==> src/rtl/axis_stream_sink_if.sv <==
// AXI4-Stream bundle between the streaming master and axis_stream_sink.
// The sink uses the slave modport; a traffic source uses the master modport.
interface axis_stream_sink_if #(
    parameter int C_S_AXIS_TDATA_WIDTH = 32
);
    logic                                TREADY;
    logic [C_S_AXIS_TDATA_WIDTH-1:0]     TDATA;
    logic [(C_S_AXIS_TDATA_WIDTH/8)-1:0] TSTRB;
    logic                                TLAST;
    logic                                TVALID;

    modport slave  (output TREADY, input  TDATA, TSTRB, TLAST, TVALID);
    modport master (input  TREADY, output TDATA, TSTRB, TLAST, TVALID);
endinterface

==> src/rtl/axis_stream_sink.sv <==
// AXI4-Stream slave that captures one frame into a local buffer and hands it to a pop port.
// Define AXIS_SINK_SEQ_CHECK_EN to compare beats against the 1,2,3,... test pattern.
module axis_stream_sink #(
    parameter int C_S_AXIS_TDATA_WIDTH  = 32,
    parameter int NUMBER_OF_INPUT_WORDS = 8
) (
    input  logic                                           S_AXIS_ACLK,
    input  logic                                           S_AXIS_ARESETN,
    axis_stream_sink_if.slave                              axis,
    input  logic                                           rd_en,
    output logic [C_S_AXIS_TDATA_WIDTH-1:0]                rd_data,
    output logic                                           rd_valid,
    output logic                                           frame_done,
    output logic [$clog2(NUMBER_OF_INPUT_WORDS+1)-1:0]     frame_len,
    output logic                                           trunc_err,
    output logic                                           seq_err
);
    localparam int DW = C_S_AXIS_TDATA_WIDTH;
    localparam int N  = NUMBER_OF_INPUT_WORDS;
    localparam int LW = $clog2(N + 1);
    localparam int AW = (N > 1) ? $clog2(N) : 1;

    localparam logic [1:0] IDLE        = 2'd0;
    localparam logic [1:0] WRITE_FIFO  = 2'd1;
    localparam logic [1:0] FRAME_READY = 2'd2;

    logic [1:0]    state_r;
    logic [1:0]    state_nxt_s;
    logic          tready_r;
    logic          frame_done_r;
    logic          rd_valid_r;
    logic          trunc_err_r;
    logic          seq_err_r;
    logic [DW-1:0] rd_data_r;
    logic [LW-1:0] wr_ptr_r;
    logic [LW-1:0] rd_ptr_r;
    logic [LW-1:0] frame_len_r;
    logic [DW-1:0] mem_r [N];

    logic accept_s;
    logic close_s;
    logic pop_s;
    logic last_pop_s;
    logic seq_bad_s;
    logic unused_s;

    // Byte qualifiers carry no meaning here: full words are always stored.
    assign unused_s   = ^axis.TSTRB;

    assign accept_s   = tready_r && axis.TVALID;
    assign close_s    = accept_s && (axis.TLAST || (wr_ptr_r == LW'(N - 1)));
    assign pop_s      = (state_r == FRAME_READY) && rd_en;
    assign last_pop_s = pop_s && (rd_ptr_r == (frame_len_r - LW'(1)));

`ifdef AXIS_SINK_SEQ_CHECK_EN
    assign seq_bad_s  = accept_s && (axis.TDATA != DW'(wr_ptr_r + LW'(1)));
`else
    assign seq_bad_s  = 1'b0;
`endif

    // Next-state decode for the capture/drain sequence.
    always_comb begin
        state_nxt_s = state_r;
        case (state_r)
            IDLE: begin
                state_nxt_s = WRITE_FIFO;
            end
            WRITE_FIFO: begin
                if (close_s) begin
                    state_nxt_s = FRAME_READY;
                end else begin
                    state_nxt_s = WRITE_FIFO;
                end
            end
            FRAME_READY: begin
                if (last_pop_s) begin
                    state_nxt_s = IDLE;
                end else begin
                    state_nxt_s = FRAME_READY;
                end
            end
            default: begin
                state_nxt_s = IDLE;
            end
        endcase
    end

    // State, pointers, status flags and the registered read port.
    always_ff @(posedge S_AXIS_ACLK or negedge S_AXIS_ARESETN) begin
        if (!S_AXIS_ARESETN) begin
            state_r      <= IDLE;
            tready_r     <= 1'b0;
            frame_done_r <= 1'b0;
            rd_valid_r   <= 1'b0;
            rd_data_r    <= '0;
            wr_ptr_r     <= '0;
            rd_ptr_r     <= '0;
            frame_len_r  <= '0;
            trunc_err_r  <= 1'b0;
            seq_err_r    <= 1'b0;
        end else begin
            state_r      <= state_nxt_s;
            // Ready/done follow the registered state only, never TVALID/TLAST combinationally.
            tready_r     <= (state_nxt_s == WRITE_FIFO);
            frame_done_r <= (state_nxt_s == FRAME_READY);
            rd_valid_r   <= pop_s;
            case (state_r)
                IDLE: begin
                    wr_ptr_r    <= '0;
                    rd_ptr_r    <= '0;
                    frame_len_r <= '0;
                    trunc_err_r <= 1'b0;
                    seq_err_r   <= 1'b0;
                end
                WRITE_FIFO: begin
                    if (accept_s) begin
                        wr_ptr_r <= wr_ptr_r + LW'(1);
                    end else begin
                        wr_ptr_r <= wr_ptr_r;
                    end
                    if (close_s) begin
                        frame_len_r <= wr_ptr_r + LW'(1);
                        trunc_err_r <= trunc_err_r | ~axis.TLAST;
                    end else begin
                        frame_len_r <= frame_len_r;
                        trunc_err_r <= trunc_err_r;
                    end
                    seq_err_r <= seq_err_r | seq_bad_s;
                end
                FRAME_READY: begin
                    if (pop_s) begin
                        rd_data_r <= mem_r[rd_ptr_r[AW-1:0]];
                        rd_ptr_r  <= rd_ptr_r + LW'(1);
                    end else begin
                        rd_data_r <= rd_data_r;
                        rd_ptr_r  <= rd_ptr_r;
                    end
                end
                default: begin
                    wr_ptr_r <= '0;
                    rd_ptr_r <= '0;
                end
            endcase
        end
    end

    // Frame buffer; contents are don't-care until written, so no reset.
    always_ff @(posedge S_AXIS_ACLK) begin
        if (accept_s) begin
            mem_r[wr_ptr_r[AW-1:0]] <= axis.TDATA;
        end else begin
            mem_r[wr_ptr_r[AW-1:0]] <= mem_r[wr_ptr_r[AW-1:0]];
        end
    end

    assign axis.TREADY = tready_r;
    assign frame_done  = frame_done_r;
    assign rd_valid    = rd_valid_r;
    assign rd_data     = rd_data_r;
    assign frame_len   = frame_len_r;
    assign trunc_err   = trunc_err_r;
    assign seq_err     = seq_err_r;
endmodule
==> src/flat_wrapper.sv <==
// flat-port wrapper written by rule: the top's interface ports become plain ports
module axis_stream_sink_flat 
#(
    parameter int C_S_AXIS_TDATA_WIDTH  = 32,
    parameter int NUMBER_OF_INPUT_WORDS = 8
)
  (S_AXIS_ACLK, S_AXIS_ARESETN, rd_en, rd_data, rd_valid, frame_done, frame_len, trunc_err, seq_err, axis_TREADY, axis_TDATA, axis_TSTRB, axis_TLAST, axis_TVALID);
  axis_stream_sink_if #(.C_S_AXIS_TDATA_WIDTH(C_S_AXIS_TDATA_WIDTH)) axis_i ();
  input  logic S_AXIS_ACLK;
  input  logic S_AXIS_ARESETN;
  input  logic rd_en;
  output logic [C_S_AXIS_TDATA_WIDTH-1:0] rd_data;
  output logic rd_valid;
  output logic frame_done;
  output logic [$clog2(NUMBER_OF_INPUT_WORDS+1)-1:0] frame_len;
  output logic trunc_err;
  output logic seq_err;
  output wire logic [$bits(axis_i.TREADY)-1:0] axis_TREADY;
  input wire logic [$bits(axis_i.TDATA)-1:0] axis_TDATA;
  input wire logic [$bits(axis_i.TSTRB)-1:0] axis_TSTRB;
  input wire logic [$bits(axis_i.TLAST)-1:0] axis_TLAST;
  input wire logic [$bits(axis_i.TVALID)-1:0] axis_TVALID;
  assign axis_TREADY = axis_i.TREADY;
  assign axis_i.TDATA = axis_TDATA;
  assign axis_i.TSTRB = axis_TSTRB;
  assign axis_i.TLAST = axis_TLAST;
  assign axis_i.TVALID = axis_TVALID;
  axis_stream_sink #(.C_S_AXIS_TDATA_WIDTH(C_S_AXIS_TDATA_WIDTH), .NUMBER_OF_INPUT_WORDS(NUMBER_OF_INPUT_WORDS)) u_core (.S_AXIS_ACLK(S_AXIS_ACLK), .S_AXIS_ARESETN(S_AXIS_ARESETN), .axis(axis_i), .rd_en(rd_en), .rd_data(rd_data), .rd_valid(rd_valid), .frame_done(frame_done), .frame_len(frame_len), .trunc_err(trunc_err), .seq_err(seq_err));
endmodule
==> config.mk <==
export PLATFORM = sky130hd
export DESIGN_NAME = axis_stream_sink_flat
export DESIGN_NICKNAME = d
export VERILOG_FILES = /design/src/rtl/axis_stream_sink_if.sv /design/src/rtl/axis_stream_sink.sv /design/src/flat_wrapper.sv
export SDC_FILE = /design/constraint.sdc
export NUM_CORES = 1
export LEC_CHECK = 0
export BUFFER_PORTS_ARGS = -buffer_cell sky130_fd_sc_hd__buf_2
export CORE_MARGIN = 2
export CORE_UTILIZATION = 35
export DETAILED_ROUTE_END_ITERATION = 16
export HOLD_SLACK_MARGIN = 0.06
export PLACE_DENSITY = 0.55
export RECOVER_POWER = 50
export SLEW_MARGIN = 20
export SYNTH_ARGS = -nofsm -noshare
export SYNTH_HDL_FRONTEND = slang
export SYNTH_SLANG_ARGS = --single-unit
==> constraint.sdc <==
create_clock -name S_AXIS_ACLK -period 9 [get_ports S_AXIS_ACLK]
set_input_delay 0.9 -clock S_AXIS_ACLK [delete_from_list [all_inputs] [get_ports S_AXIS_ACLK]]
set_output_delay 0.9 -clock S_AXIS_ACLK [all_outputs]
set_load 0.01 [all_outputs]
==> results.cfg <==
[global_routing]
antenna_found_initial = 2
grt_pass1_vias = 5957
grt_max_degree = 59
grt_pass1_wl_um = 36700
overflow = 0
grtUsageTotal = 0.138

[clock_network]
cts_made_buffers = 31
root_buffer = clkbuf_16
cts.clk_slew.worst_paths_ns = 0.06
cts_tree = built
cts_sinks = 306
cts_resized = 0
cts-htree-levels = 1
post_cts_buffers = 0
cts_buffer_depth = 3
holdBufCountCts = 0
worst_skew_pair.late_latency_ns = 0.54

[worst_setup_path]
cpPeakStageDelay_ns = 2.23
crit_cells = 2
start_kind = input pin
crit_chain = buf_2, clkbuf_1
r2r_start = u_core.axis.TREADY
reg2reg_to = u_core.mem_r[6][26]
r2r_slack_ns = 6.23
r2r_cells = 4
cp_slowest_cell = clkbuf_1
critPathArrivalTime_ns = 3.22
critPathMaxFanout = 50
worst-path-buf-inv = 2
worstSetupPathType = in -> async
critPathRequiredTime_ns = 8.49
critPathLaunch = S_AXIS_ARESETN
crit_end = u_core.rd_ptr_r[1]
end_kind = asynchronous set/reset pin
crit_family = buffers and inverters

[sta]
clock_skew_ns = 0.0127
setup_viol = 0
final.setup.tns_ns = 0
hold_viol_final = 0
setup_slack_ns = 5.27
fin_crit_ns = 3.73
worstMarginPinSlew_ns = 3.16
slew_viol_final = 51
hold_slack_ns = 0.470
rsz0062_at_grt = no
max_freq_ghz = 0.268
fin_crit_sh = 0.415
relSlewSlack = -1.11

[place]
dpl.hpwl_um = 13300
port_buffers = 76
pre_cts_slack_ns = 5.55
gp_congestion = 0.738

[yosys]
post-synth-top-count-cell = edfxtp_1
ys_seq_area_frac = 0.766
synthTopCellsByCount = edfxtp_1, mux4_2, dfrtp_1
yosysWarnings = 0
async_flop_share = 0.163
yosys_register_bits = 306
yosysTopAreaCell = edfxtp_1
synth_flop_cell = edfxtp_1
netlist_instances = 575
syn_avg_cell_area_um2 = 20.3
synth_area_leaders = edfxtp_1, mux4_2, dfrtp_1
synth.distinct_cells = 37
netlist_area_um2 = 11700
synth_edf_count = 256
syn_nets = 619
synth_top_area_frac = 0.658

[cells_and_area]
fillers = 2930
finish.utilization = 0.415
register_area_um2 = 8950
area_growth_pct = 16.1
drive_gt1_frac = 0.253
layout.nets = 709
multi_input_area_um2 = 2540

[die]
rows = 66
core_um2 = 32700
die_w_um = 187
start_util = 0.357
dieHeight_um = 187
die_area_um2 = 34800
ioPinCount = 82

[worst_hold_path]
min_path_type = reg -> reg

[pwr]
peakVddDrop_mv = 0.145
p_leak_uw = 0.00448
p_per_area_nw_per_um2 = 274

[routing]
drc = 0
drt_iter0_drc = 465
drtPass1Iterations = 4
wl_per_cell_um = 20.9
drt-total-wl_um = 23700
drt-vias-per-instance = 4.96
drtAntennaViolNets = 0
dr_total_vias = 5608

[status]
violations = max-capacitance violations, max-slew violations
status = complete, but fails checks

[job]
cap_violations = 1
layout by cell type (no fill, tap or decap), drive strengths merged, types with 4 or more instances in the layout:
cell type	instances
nand2	41
clkbuf	77
clkinv	6
inv	5
mux2i	32
dfrtp	50
xor2	5
nand2b	6
a21oi	4
nand3	6
bufinv	5
edfxtp	256
o21ai	41
buf	55
nor2	7
mux4	64
where the power goes:
group          leakage [uW]  internal [uW]  switching [uW]
combinational       0.00100            242             304
sequential          0.00296           1730             125
clock              0.000521            820             500
total               0.00448           2790             928
logic make-up (layout without fill, tap and decap cells):
kind of cell / after synthesis / after routing / synth area share
muxes: 96 / 96 / 0.151
and+or+nand+nor: 68 / 68 / 0.0254
DFF: 306 / 306 / 0.766
AOI/OAI and AO/OA: 57 / 57 / 0.0282
xor gates and xnor gates: 8 / 8 / 0.00600
other: 1 / 2 / 0.000321
buffers and inverters: 36 / 149 / 0.0205
adders and majority gates: 3 / 3 / 0.00322
layer usage:
| layer | routed length [um] | vias to the layer above | global-route usage |
|---|---|---|---|
| met2 | 11900 | 130 | 0.235 |
| li1 | - | 2486 | - |
| met4 | 414 | 2 | 0.0345 |
| met3 | 1170 | 33 | 0.0276 |
| met1 | 10200 | 2957 | 0.183 |
| met5 | 12 | - | 0 |
per-stage QoR:
step	total power (uW)	cell area, um2	instances
after floorplan	2210	11700	575
after global placement	2430	12500	1074
after detailed placement	2450	12500	1074
after CTS	3780	13600	1130
after global routing	3900	13600	1131
final	3720	13600	1131
flip-flops by register name, indices dropped and copies added, names as in the netlist:
register and flops:
u_core.mem_r 256, u_core.rd_data 32, u_core.frame_len 4, u_core.rd_ptr_r 4
u_core.wr_ptr_r 4, u_core.state_r 2, u_core.axis.TREADY 1, u_core.frame_done 1
u_core.rd_valid 1, u_core.trunc_err 1
layout make-up:
type                            instances  share of cell area
Antenna cell                            1            0.000185
Clock buffer                           44              0.0653
Clock inverter                         12              0.0136
Inverter                                5             0.00138
Multi-Input combinational cell        233               0.187
Sequential cell                       306               0.660
Tap cell                              442              0.0408
Timing Repair Buffer                   88              0.0315
worst min path at each step:
stage / startpoint / end / slack (ns) / cells past startpoint
6_report: u_core.rd_data[23] / u_core.rd_data[23] / 0.47 / 2
5_1_grt: u_core.rd_data[27] / u_core.rd_data[27] / 0.49 / 2
4_1_cts: u_core.rd_data[7] / u_core.rd_data[7] / 0.48 / 2
3_5_place_dp: u_core.rd_data[19] / u_core.rd_data[19] / 0.46 / 2
3_3_place_gp: u_core.rd_data[7] / u_core.rd_data[7] / 0.46 / 2
2_1_floorplan: u_core.wr_ptr_r[3] / u_core.wr_ptr_r[3] / 0.48 / 1
No activity file was read; power rests on OpenSTA's default activity.
